===== src/rtl/stack_seq.sv =====
// stack_seq: reverses framed byte streams through an external LIFO, emitting DEPTH-sized segments in order.
// Optional feature: define STACK_SEQ_ERR_CNT_EN to add a saturating 8-bit err_cnt output.
module stack_seq #(
   parameter int WIDTH = 8,
   parameter int DEPTH = 8
) (
   input  logic             clk,
   input  logic             rst_n,
   input  logic [WIDTH-1:0] in_data,
   input  logic             in_valid,
   input  logic             in_last,
   output logic             in_ready,
   output logic [WIDTH-1:0] out_data,
   output logic             out_valid,
   output logic             out_last,
   input  logic             out_ready,
   output logic [1:0]       stk_cmd,
   output logic [WIDTH-1:0] stk_data_in,
   input  logic [WIDTH-1:0] stk_data_out,
   input  logic             stk_full,
   input  logic             stk_empty,
   input  logic             stk_error,
   output logic             err,
`ifdef STACK_SEQ_ERR_CNT_EN
   output logic [7:0]       err_cnt,
`endif
   output logic             busy
);

   localparam int CW = $clog2(DEPTH + 1);
   localparam logic [CW-1:0] CNT_MAX = CW'(DEPTH);
   localparam logic [CW-1:0] CNT_ONE = CW'(1);

   localparam logic [1:0] CMD_NOP  = 2'b00;
   localparam logic [1:0] CMD_CLR  = 2'b01;
   localparam logic [1:0] CMD_PUSH = 2'b10;
   localparam logic [1:0] CMD_POP  = 2'b11;

   typedef enum logic [2:0] {INIT, FILL, POP, CAPT, OUT} state_t;

   state_t        state;
   logic [CW-1:0] count;
   logic          seg_last;
   logic          fill_done;
   logic          prev_op;

   logic hs_in;
   logic op_err;
   logic capt_err;
   logic fault;

   // stk_cmd is registered, so the command issued on an edge is the one the stack sees
   // during the following state; prev_op marks that the stack flags now report a push/pop.
   assign hs_in    = in_valid && in_ready;
   assign op_err   = stk_error && prev_op;
   assign capt_err = (state == CAPT) && stk_empty && (count != '0);
   assign fault    = (state != INIT) && (op_err || capt_err);
   assign busy     = (state != FILL);

   always_ff @(posedge clk or negedge rst_n) begin
      if (!rst_n) begin
         state       <= INIT;
         count       <= '0;
         seg_last    <= 1'b0;
         fill_done   <= 1'b0;
         prev_op     <= 1'b0;
         in_ready    <= 1'b0;
         out_valid   <= 1'b0;
         out_last    <= 1'b0;
         out_data    <= '0;
         stk_cmd     <= CMD_NOP;
         stk_data_in <= '0;
         err         <= 1'b0;
      end else begin
         stk_cmd <= CMD_NOP;
         err     <= 1'b0;
         prev_op <= stk_cmd[1];
         if (fault) begin
            state     <= INIT;
            count     <= '0;
            seg_last  <= 1'b0;
            fill_done <= 1'b0;
            in_ready  <= 1'b0;
            out_valid <= 1'b0;
            out_last  <= 1'b0;
            err       <= 1'b1;
         end else begin
            case (state)
               INIT: begin
                  stk_cmd   <= CMD_CLR;
                  count     <= '0;
                  seg_last  <= 1'b0;
                  fill_done <= 1'b0;
                  in_ready  <= 1'b1;
                  state     <= FILL;
               end
               FILL: begin
                  // fill_done holds FILL one extra cycle so the final push reaches the stack before the pop
                  if (fill_done) begin
                     stk_cmd   <= CMD_POP;
                     count     <= count - CNT_ONE;
                     fill_done <= 1'b0;
                     state     <= POP;
                  end else if (hs_in) begin
                     stk_cmd     <= CMD_PUSH;
                     stk_data_in <= in_data;
                     count       <= count + CNT_ONE;
                     if (in_last || (count == CNT_MAX - CNT_ONE)) begin
                        seg_last  <= in_last;
                        fill_done <= 1'b1;
                        in_ready  <= 1'b0;
                     end else begin
                        in_ready <= !stk_full;
                     end
                  end else begin
                     in_ready <= (count < CNT_MAX) && !stk_full;
                  end
               end
               POP: begin
                  state <= CAPT;
               end
               CAPT: begin
                  out_data  <= stk_data_out;
                  out_valid <= 1'b1;
                  out_last  <= (count == '0) && seg_last;
                  state     <= OUT;
               end
               OUT: begin
                  if (out_ready) begin
                     out_valid <= 1'b0;
                     out_last  <= 1'b0;
                     if (count != '0) begin
                        stk_cmd <= CMD_POP;
                        count   <= count - CNT_ONE;
                        state   <= POP;
                     end else begin
                        seg_last <= 1'b0;
                        in_ready <= 1'b1;
                        state    <= FILL;
                     end
                  end
               end
               default: state <= INIT;
            endcase
         end
      end
   end

`ifdef STACK_SEQ_ERR_CNT_EN
   always_ff @(posedge clk or negedge rst_n) begin
      if (!rst_n) begin
         err_cnt <= '0;
      end else if (fault && (err_cnt != 8'hFF)) begin
         err_cnt <= err_cnt + 8'd1;
      end
   end
`endif

endmodule


===== config.mk =====
export PLATFORM = sky130hd
export DESIGN_NAME = stack_seq
export DESIGN_NICKNAME = d
export VERILOG_FILES = /design/src/rtl/stack_seq.sv
export SDC_FILE = /design/constraint.sdc
export NUM_CORES = 1
export LEC_CHECK = 0
export ABC_AREA = 1
export CORE_ASPECT_RATIO = 1.5
export CORE_MARGIN = 8
export CORE_UTILIZATION = 45
export DETAILED_ROUTE_END_ITERATION = 10
export GPL_TIMING_DRIVEN = 0
export PLACE_DENSITY = 0.75
export SYNTH_ARGS = -nofsm -noshare
export SYNTH_HDL_FRONTEND = slang
export SYNTH_SLANG_ARGS = --single-unit

===== constraint.sdc =====
create_clock -name clk -period 2 [get_ports clk]
set_input_delay 0.4 -clock clk [delete_from_list [all_inputs] [get_ports clk]]
set_output_delay 0.4 -clock clk [all_outputs]
set_load 0.005 [all_outputs]

==> metrics.md <==
| Metric | Value |
|---|---|
| Number of warnings reported in the yosys synthesis log | `0` |
| Final non-filler cell total | `about 320` |
| Core Rows | `28` |
| Layout Skew | `~0.007 ns` |
| Cell types occupying the most area after synthesis | `dfrtp_1 45%, nand2_1 16%, inv_1 5.5%` |
| Layout cells sized above 1 | `between 10% and 20%` |
| Number of design-rule violations left by the first detailed-router iteration | `between 70 and 80` |
| Via density per instance | `roughly 5.0` |
| CTS HTree Levels | `2` |
| Half-perimeter wire length after detailed placement | `3.311 mm` |
| Vias in the first global route | `1662` |
| Total detailed-routing wirelength | `approximately 4.3 mm` |
| Synthesized area per cell | `8.073 um2` |
| Total setup violations reported at the end of the flow | `0` |
| Number of design rule violations left after detail routing | `0` |
| Worst-margin pin slew | `between 0.6 and 0.7 ns` |
| WS Path Type | `flip-flop to primary output` |
| Antenna violations before repair | `0` |
| Clock-pin slew on the worst setup and hold paths | `approximately 0.07 ns` |
| Startpoint kind of the worst setup timing path | `flip-flop` |
| GPL Wtd Cong | `approximately 0.92` |
| Post-Syn Area | `1768 um2` |
| Clk root buf | `clkbuf_8` |
| Clock tree from TritonCTS | `yes` |
| Total instance count after detailed placement | `310` |
| Synthesis-stage register bit count | `32` |
| Sinks on Clock Net | `32` |
| Leakage | `1.248 nW` |
| Highest clock frequency the design can meet | `520.4 MHz` |
| Worst max-slew margin expressed relative to the limit | `53.44%` |
| Final hold violation count | `0` |
| Count of cell types in the netlist | `29` |
| Number of hold buffers added after CTS | `0` |
| Number of buffer cells added on primary ports | `46` |
| Time the final worst path needs with I/O delays and setup | `1.922 ns` |
| Remaining antenna violation count | `0` |
| Fraction of post-synthesis cell area in the top cell type by area | `between 40 and 50%` |
| Worst-case vdd ir drop | `between 0.7 and 0.8 mV` |
| MaxCap Viol Count | `0` |
| Maximum count of clock buffers along a single path | `2` |
| Number of fillers in the final layout | `370` |
| Count of final max-slew check failures | `0` |
| Final net count | `between 200 and 300` |
| Area of the multi-input gates | `around 830 um2` |
| Pre-CTS setup slack | `0.09162 ns` |
| Clock insertion delay at the later pin of the skew report | `between 0.2 and 0.3 ns` |
| Drt first pass iters | `4` |
| Number of top-level design ports | `47` |
| Register-to-register setup slack | `roughly 0.15 ns` |
| Part of the cycle the worst path needs | `a little over nine tenths` |
| Area grow syn2layout | `35.31%` |
| Floorplan die height | `slightly above 90 um` |
| Worst min-delay path class | `input pin to asynchronous set/reset pin` |
| Highest net fanout along the worst path | `7` |
| Cell count after synthesis | `around 220` |
| Final Power | `about 3.7 mW` |
| Worst EP arrival | `1.52 ns` |
| GRT overflow | `0` |
| Number of diodes | `0` |
| Number of CTS-inserted buffers | `5` |
| Unrepaired setup endpoints after global routing | `yes` |
| Effective utilization at floorplan | `45.88%` |
| Post-route worst hold slack | `roughly 0.16 ns` |
| Core Area | `3854 um2` |
| Maximum number of pins on one net before global-route repair | `33` |
| Full die area | `slightly above 6000 um2` |
| Part of the Yosys area used for sequential elements | `about 45%` |
| GR Util All Layers | `about 16%` |
| Global-route wire length before repair | `between 7 and 8 mm` |
| Outcome | `completed` |
| Cell area power density | `1543 nW/um2` |
| Required time reported for the critical path endpoint | `1.60 ns` |
| Number of nets in the synthesized netlist | `approximately 250` |
| Fin Setup TNS | `0 ns` |
| Horizontal die dimension | `67.18 um` |
| Via count of the routed design | `1587` |
| Biggest area consumer among synthesized cells | `dfrtp_1` |
| Final worst setup slack | `~0.08 ns` |
| Per-cell routed wire length | `~14 um` |
| Sequential cell area | `around 800 um2` |
| Endpoint kind of the worst setup timing path | `primary output` |
-- sequential cells by signal, summed over array words and instances (netlist names), 2 cells and up --
register and count:
count 4, out_data 8, state 3, stk_cmd 2
stk_data_in 8
-- area by class of cell --
cell class	count	area share (%)
tap	45	2.354
clock buffer	8	3.766
multi-input combinational	154	34.88
timing repair buffer	47	19.35
sequential	32	33.58
buffer	3	1.151
inverter	30	4.916
-- logic make-up after synthesis --
logic type               after synthesis  synth area share, %
AND/OR/NAND/NOR                      123                33.55
buffers and inverters                 33                8.068
flip-flops                            32                45.29
AO/OA/AOI/OAI                         28                11.18
adder cells (fa/ha/maj)                2                1.415
XOR/XNOR                               1               0.4955
-- stage by stage --
step           utilization, %  instance area [um2]
6_report                62.08                 2392
3_5_place_dp            59.16                 2280
4_1_cts                 61.62                 2375
2_1_floorplan               -                 1768
5_1_grt                 62.08                 2392
3_3_place_gp            59.29                 2285
-- synthesized netlist by cell type, drive strengths merged --
library cell,number
a21boi,1
a21oi,5
buf,3
dfrtp,32
ha,2
inv,30
nand2,82
nand3,18
nand3b,1
nand4,5
nor2,16
o2111ai,1
o21ai,19
o22ai,1
o31ai,1
or2,1
xor2,1
-- cells in the final DEF, fill, tap and decap left out, types with 4 or more instances in the layout --
cell type / n
clkdlybuf4s50_1: 45
nand4_1: 5
dfrtp_1: 30
inv_1: 26
nand2_4: 4
o21ai_2: 8
nand3_1: 16
clkbuf_8: 6
a21oi_1: 4
o21ai_0: 9
nor2_1: 10
nand2_1: 76
nor2_4: 4
-- report_power, final --
part	total [mW]	switching [mW]	internal, mW
logic	2.04	1.09	0.953
clock network	0.503	0.222	0.280
registers	1.15	0.209	0.937
-- worst paths after layout --
kind | start | to | depth (start not counted)
max reg2reg | count[0] | stk_data_in[6] | 10
min reg2reg | stk_cmd[1] | prev_op | 0
max | state[1] | busy | 3
max in group asynchronous | rst_n | state[1] | 1
min in group clk | stk_cmd[1] | prev_op | 0
min | rst_n | out_data[7] | 1
-- per-layer routing --
| layer | up-vias | part of all wire [%] | global-route usage [%] |
|---|---|---|---|
| met1 | 733 | 39 | 16.40 |
| li1 | 805 | - | - |
| met4 | 0 | 3.8 | 9.632 |
| met5 | - | 0 | 0 |
| met3 | 12 | 4.1 | 3.265 |
| met2 | 37 | 53 | 27.78 |
-- critical path: stages, from the launching register on --
cell	delay [ns]
dfrtp_2	0.47
nor2_4	0.17
nand2_2	0.13
clkdlybuf4s50_1	0.47
-- repair_timing --
| item | 4_1_cts | 5_1_grt |
|---|---|---|
| buffers inserted | 0 | 1 |
| gates resized for setup | 1 | 4 |
| setup endpoints to repair | 1 | 10 |
| pin swaps | 0 | 1 |
No activity file was read; power rests on OpenSTA's default activity.
==> RTL edit 1: new RTL, config.mk and constraints unchanged <==
`WIDTH`: 8 -> 6.
--- a/src/rtl/stack_seq.sv
+++ b/src/rtl/stack_seq.sv
@@ -1,7 +1,7 @@
 // stack_seq: reverses framed byte streams through an external LIFO, emitting DEPTH-sized segments in order.
 // Optional feature: define STACK_SEQ_ERR_CNT_EN to add a saturating 8-bit err_cnt output.
 module stack_seq #(
-   parameter int WIDTH = 8,
+   parameter int WIDTH = 6,
    parameter int DEPTH = 8
 ) (
    input  logic             clk,
Interface: changed (resized in_data, out_data, stk_data_in and stk_data_out); port bits go from 47 to 39. The function was not compared with the original's and may differ.
==> RTL edit 1 against the original RTL <==
Via count fell by 14%; die area decreased by 12%; synthesized area is 15% lower; total power down 17%; clock skew down 5.2 ps; setup slack improved by 62 ps; clock power shrank 31%; critical path type unchanged; register-to-register slack gained 40 ps; wire length is 17% lower; final area decreased by 17%; non-clock buffer count shrank 8; sequential cell count fell by 4; sequential power is 14% lower; synthesized cell count fell by 15%.
==> RTL edit 1: results (changes against the original RTL) <==
Layout
  • Largest regs: out_data x6, stk_data_in x6, count x4 (was out_data x8, stk_data_in x8, count x4)
  • Clock buf/inv share: 0.0278 (was 0.0377)
  • FF+latch count: 28 (was 32)
  • Seq area share: 0.354 (was 0.336)
  • Filler cells: 289 (was 370)
  • Final Util: 0.627 (was 0.621)
  • Data buffer area share: 0.208 (was 0.205)
  • Clkbuf count: 4 (was 8)
  • Non-clk bufs: 42 (was 50)
  • Multi-input logic area: 664 sq um (was 835 sq um)

Global route
  • Vias in the first global route: 1,363 (was 1,662)
  • Largest net degree at the start of global routing: 29 (was 33)

Outcome
  • Status: complete, no violations (unchanged)

Power and ir drop
  • NetSw: 0.00129 W (was 0.00152 W)

Detailed routing
  • Via density: 5.07 (was 4.97)
  • WL final: 3590 microns (was 4340 microns)
  • DR iter-0 viols: 63 (was 79)

Critical path
  • Reg2Reg Setup Slack: 190 ps (was 150 ps)
  • Worst r2r path cells: 9 (was 10)
  • R2R Path End: state[1] (was stk_data_in[6])
  • CP max stage cell: clkdlybuf4s50_1 (was dfrtp_2)

Clock network
  • Post-CTS sizing: 0 (was 1)
  • Worst-path clk slew: 90 ps (was 70 ps)

STA
  • Actual slew at the worst max-slew pin: 1230 ps (was 698 ps)

Synthesis
  • Post-synthesis compound-gate area fraction: 0.103 (was 0.112)
  • Cell count after synthesis: 187 (was 219)

Placed design
  • IO Port Bufs: 38 (was 46)
  • Placed cells: 265 (was 310)
  • Placed Area: 1930 sq um (was 2280 sq um)
RTL edit 1: cell count changes in the layout (fill, tap and decap cells not counted), moves of 4 or more:
| cell | delta |
|---|---|
| o21ai_2 | -4 |
| inv_2 | +4 |
| o21ai_1 | +7 |
| nand2_2 | +5 |
| o21ai_0 | -7 |
| nand2_4 | -4 |
| inv_1 | -7 |
| clkdlybuf4s50_1 | -7 |
| nand2_1 | -20 |
RTL edit 1: worst min path at each step:
stage               end  depth (start not counted)        from
2_1_floorplan  count[0]                          0       rst_n
3_3_place_gp    prev_op                          0  stk_cmd[1]
3_5_place_dp    prev_op                          0  stk_cmd[1]
4_1_cts         prev_op                          0  stk_cmd[1]
5_1_grt         prev_op                          0  stk_cmd[1]
6_report        prev_op                          0  stk_cmd[1]
RTL edit 1: layer usage:
metal,GRT usage,share of wire,vias up
met5,0,0,-
met4,0.0646,0.021,0
met1,0.136,0.39,655
li1,-,-,680
met2,0.264,0.57,23
met3,0.0245,0.023,6
==> RTL edit 2: new RTL, config.mk and constraints unchanged <==
Without the edit above. Put one more register stage on the output `err`, cleared by the reset. The value now appears one clock later. The other outputs are not delayed to match.
--- a/src/rtl/stack_seq.sv
+++ b/src/rtl/stack_seq.sv
@@ -38,6 +38,8 @@
 
    typedef enum logic [2:0] {INIT, FILL, POP, CAPT, OUT} state_t;
 
+   logic err_s0;
+
    state_t        state;
    logic [CW-1:0] count;
    logic          seg_last;
@@ -70,10 +72,10 @@
          out_data    <= '0;
          stk_cmd     <= CMD_NOP;
          stk_data_in <= '0;
-         err         <= 1'b0;
+         err_s0      <= 1'b0;
       end else begin
          stk_cmd <= CMD_NOP;
-         err     <= 1'b0;
+         err_s0  <= 1'b0;
          prev_op <= stk_cmd[1];
          if (fault) begin
             state     <= INIT;
@@ -83,7 +85,7 @@
             in_ready  <= 1'b0;
             out_valid <= 1'b0;
             out_last  <= 1'b0;
-            err       <= 1'b1;
+            err_s0    <= 1'b1;
          end else begin
             case (state)
                INIT: begin
@@ -156,5 +158,13 @@
    end
 `endif
 
+   always_ff @(posedge clk or negedge rst_n) begin
+      if (!rst_n) begin
+         err <= '0;
+      end else begin
+         err <= err_s0;
+      end
+   end
+
 endmodule
 
Check against the original RTL: not equivalent (Yosys sat finds a counterexample within 10 cycles, from zero or initial values and one cycle with rst_n low).
==> RTL edit 2 against the original RTL <==
Final area fell by 2.5%; clock power is 6.0% lower; total power is 0.85% lower; sequential cell count is 1 higher; setup slack got worse by 14 ps; non-clock buffer count increased by 2; wire length down 4.9%; synthesized area is 2.1% lower.
==> RTL edit 2: results (changes against the original RTL) <==
Critical path
  • Reg2Reg Setup Slack: 190 ps (was 150 ps)
  • Worst r2r path cells: 11 (was 10)
  • Arr. time, crit path: 1540 ps (was 1520 ps)
  • CP max stage cell: dfrtp_1 (was dfrtp_2)
  • R2R Path End: in_ready (was stk_data_in[6])
  • Max incr delay on CP: 470 ps (about the same)
  • Crit Path Max Fanout: 5 (was 7)

Global route
  • Global-route usage over all layers: 0.142 (was 0.158)
  • Largest net degree at the start of global routing: 34 (was 33)
  • First-pass GRT wire length: 7020 microns (was 7630 microns)

STA
  • Hold slack: 172 ps (was 162 ps)
  • Relative slew slack: 0.513 (was 0.534)
  • Fin Clk Skew: 6.52 ps (was 7.01 ps)

Synthesis
  • Post-synth top cells: nand2_1 (78), dfrtp_1 (33), nand3_1 (24) (was nand2_1 (76), dfrtp_1 (32), inv_1 (26))
  • Seq/Total Area, Yosys: 0.477 (was 0.453)
  • Syn nets: 247 (was 245)
  • Cell variety after synth: 25 (was 29)

Layout
  • Final Cell Area: 2330 sq um (was 2390 sq um)
  • Final net count: 300 (was 299)
  • Share of cells above drive strength 1: 0.116 (was 0.157)
  • Filler cells: 323 (was 370)

Detailed routing
  • DR iter-0 viols: 35 (was 79)
  • Vias: 1,591 (was 1,587)
  • WL final: 4130 microns (was 4340 microns)

Clock network
  • Htree depth: 2 (unchanged)

Power and ir drop
  • Leak pwr: 1.21 nW (was 1.25 nW)

Placed design
  • Final HPWL DP: 3170 microns (was 3310 microns)
  • Placer's final routability congestion estimate: 0.896 (was 0.916)
  • Placed Area: 2240 sq um (was 2280 sq um)
  • Post-Place Setup Slack: 184 ps (was 91.6 ps)

Outcome
  • Status: complete, no violations (unchanged)
-- RTL edit 2: cells by family after synthesis --
kind of cell    after synthesis  synth area share
compound gates               23            0.0780
xor+xnor                      3            0.0152
fa+ha+maj                     2            0.0144
buf+inv                      28            0.0766
flops                        33             0.477
simple gates                132             0.339
-- RTL edit 2: repair_timing --
item	in CTS	in global routing
pin swaps	0	0
resized for setup	2	1
setup endpoints to repair	1	2
-- RTL edit 2: worst max path at each step --
stage                         start  slack (ps)              to  cells past startpoint
after floorplan            count[0]         430  stk_data_in[1]                     10
after global placement        rst_n        -130        count[1]                      1
after detailed placement  stk_error         180     out_data[1]                      8
after CTS                  state[2]          50            busy                      3
after global routing       count[0]        -0.6  stk_data_in[3]                     10
final                      state[2]          60            busy                      3
-- RTL edit 2: per-layer routing --
layer / wire length [microns] / track usage
met1: 1710 / 0.152
met3: 350 / 0.0524
met4: 85 / 0.0698
met5: 0 / 0
met2: 1990 / 0.236
-- RTL edit 2: final cells by class --
class / instances / area, sq um / share of cell area
clock inverters: 2 / 10.0 / 0.00429
flip-flops and latches: 33 / 826 / 0.354
well taps: 43 / 53.8 / 0.0231
repair buffers: 46 / 455 / 0.195
clock buffers: 6 / 72.6 / 0.0311
multi-input cells: 160 / 783 / 0.336
inverters: 22 / 82.6 / 0.0354
plain buffers: 6 / 50.0 / 0.0214
-- RTL edit 2: worst register-to-register path: cells and delay by family (launching register included) --
| family | cells | cell delay (ps) |
|---|---|---|
| AOI/OAI and AO/OA | 1 | 60 |
| buffers and inverters | 2 | 290 |
| and+or+nand+nor | 7 | 770 |
| DFF | 1 | 410 |
| adders and majority gates | 1 | 220 |
-- RTL edit 2: report_power, final --
group | switching [W] | internal [W]
Clock | 0.000232 | 0.000241
Sequential | 0.000198 | 0.000965
Combinational | 0.00110 | 0.000928
Total | 0.00153 | 0.00213
-- RTL edit 2: through the flow --
stage | utilization | instances | total power (W)
after CTS | 0.633 | 318 | 0.00370
after detailed placement | 0.609 | 310 | 0.00319
after global routing | 0.634 | 318 | 0.00400
final | 0.634 | 318 | 0.00366
after floorplan | - | 221 | 0.00239
after global placement | 0.610 | 310 | 0.00315
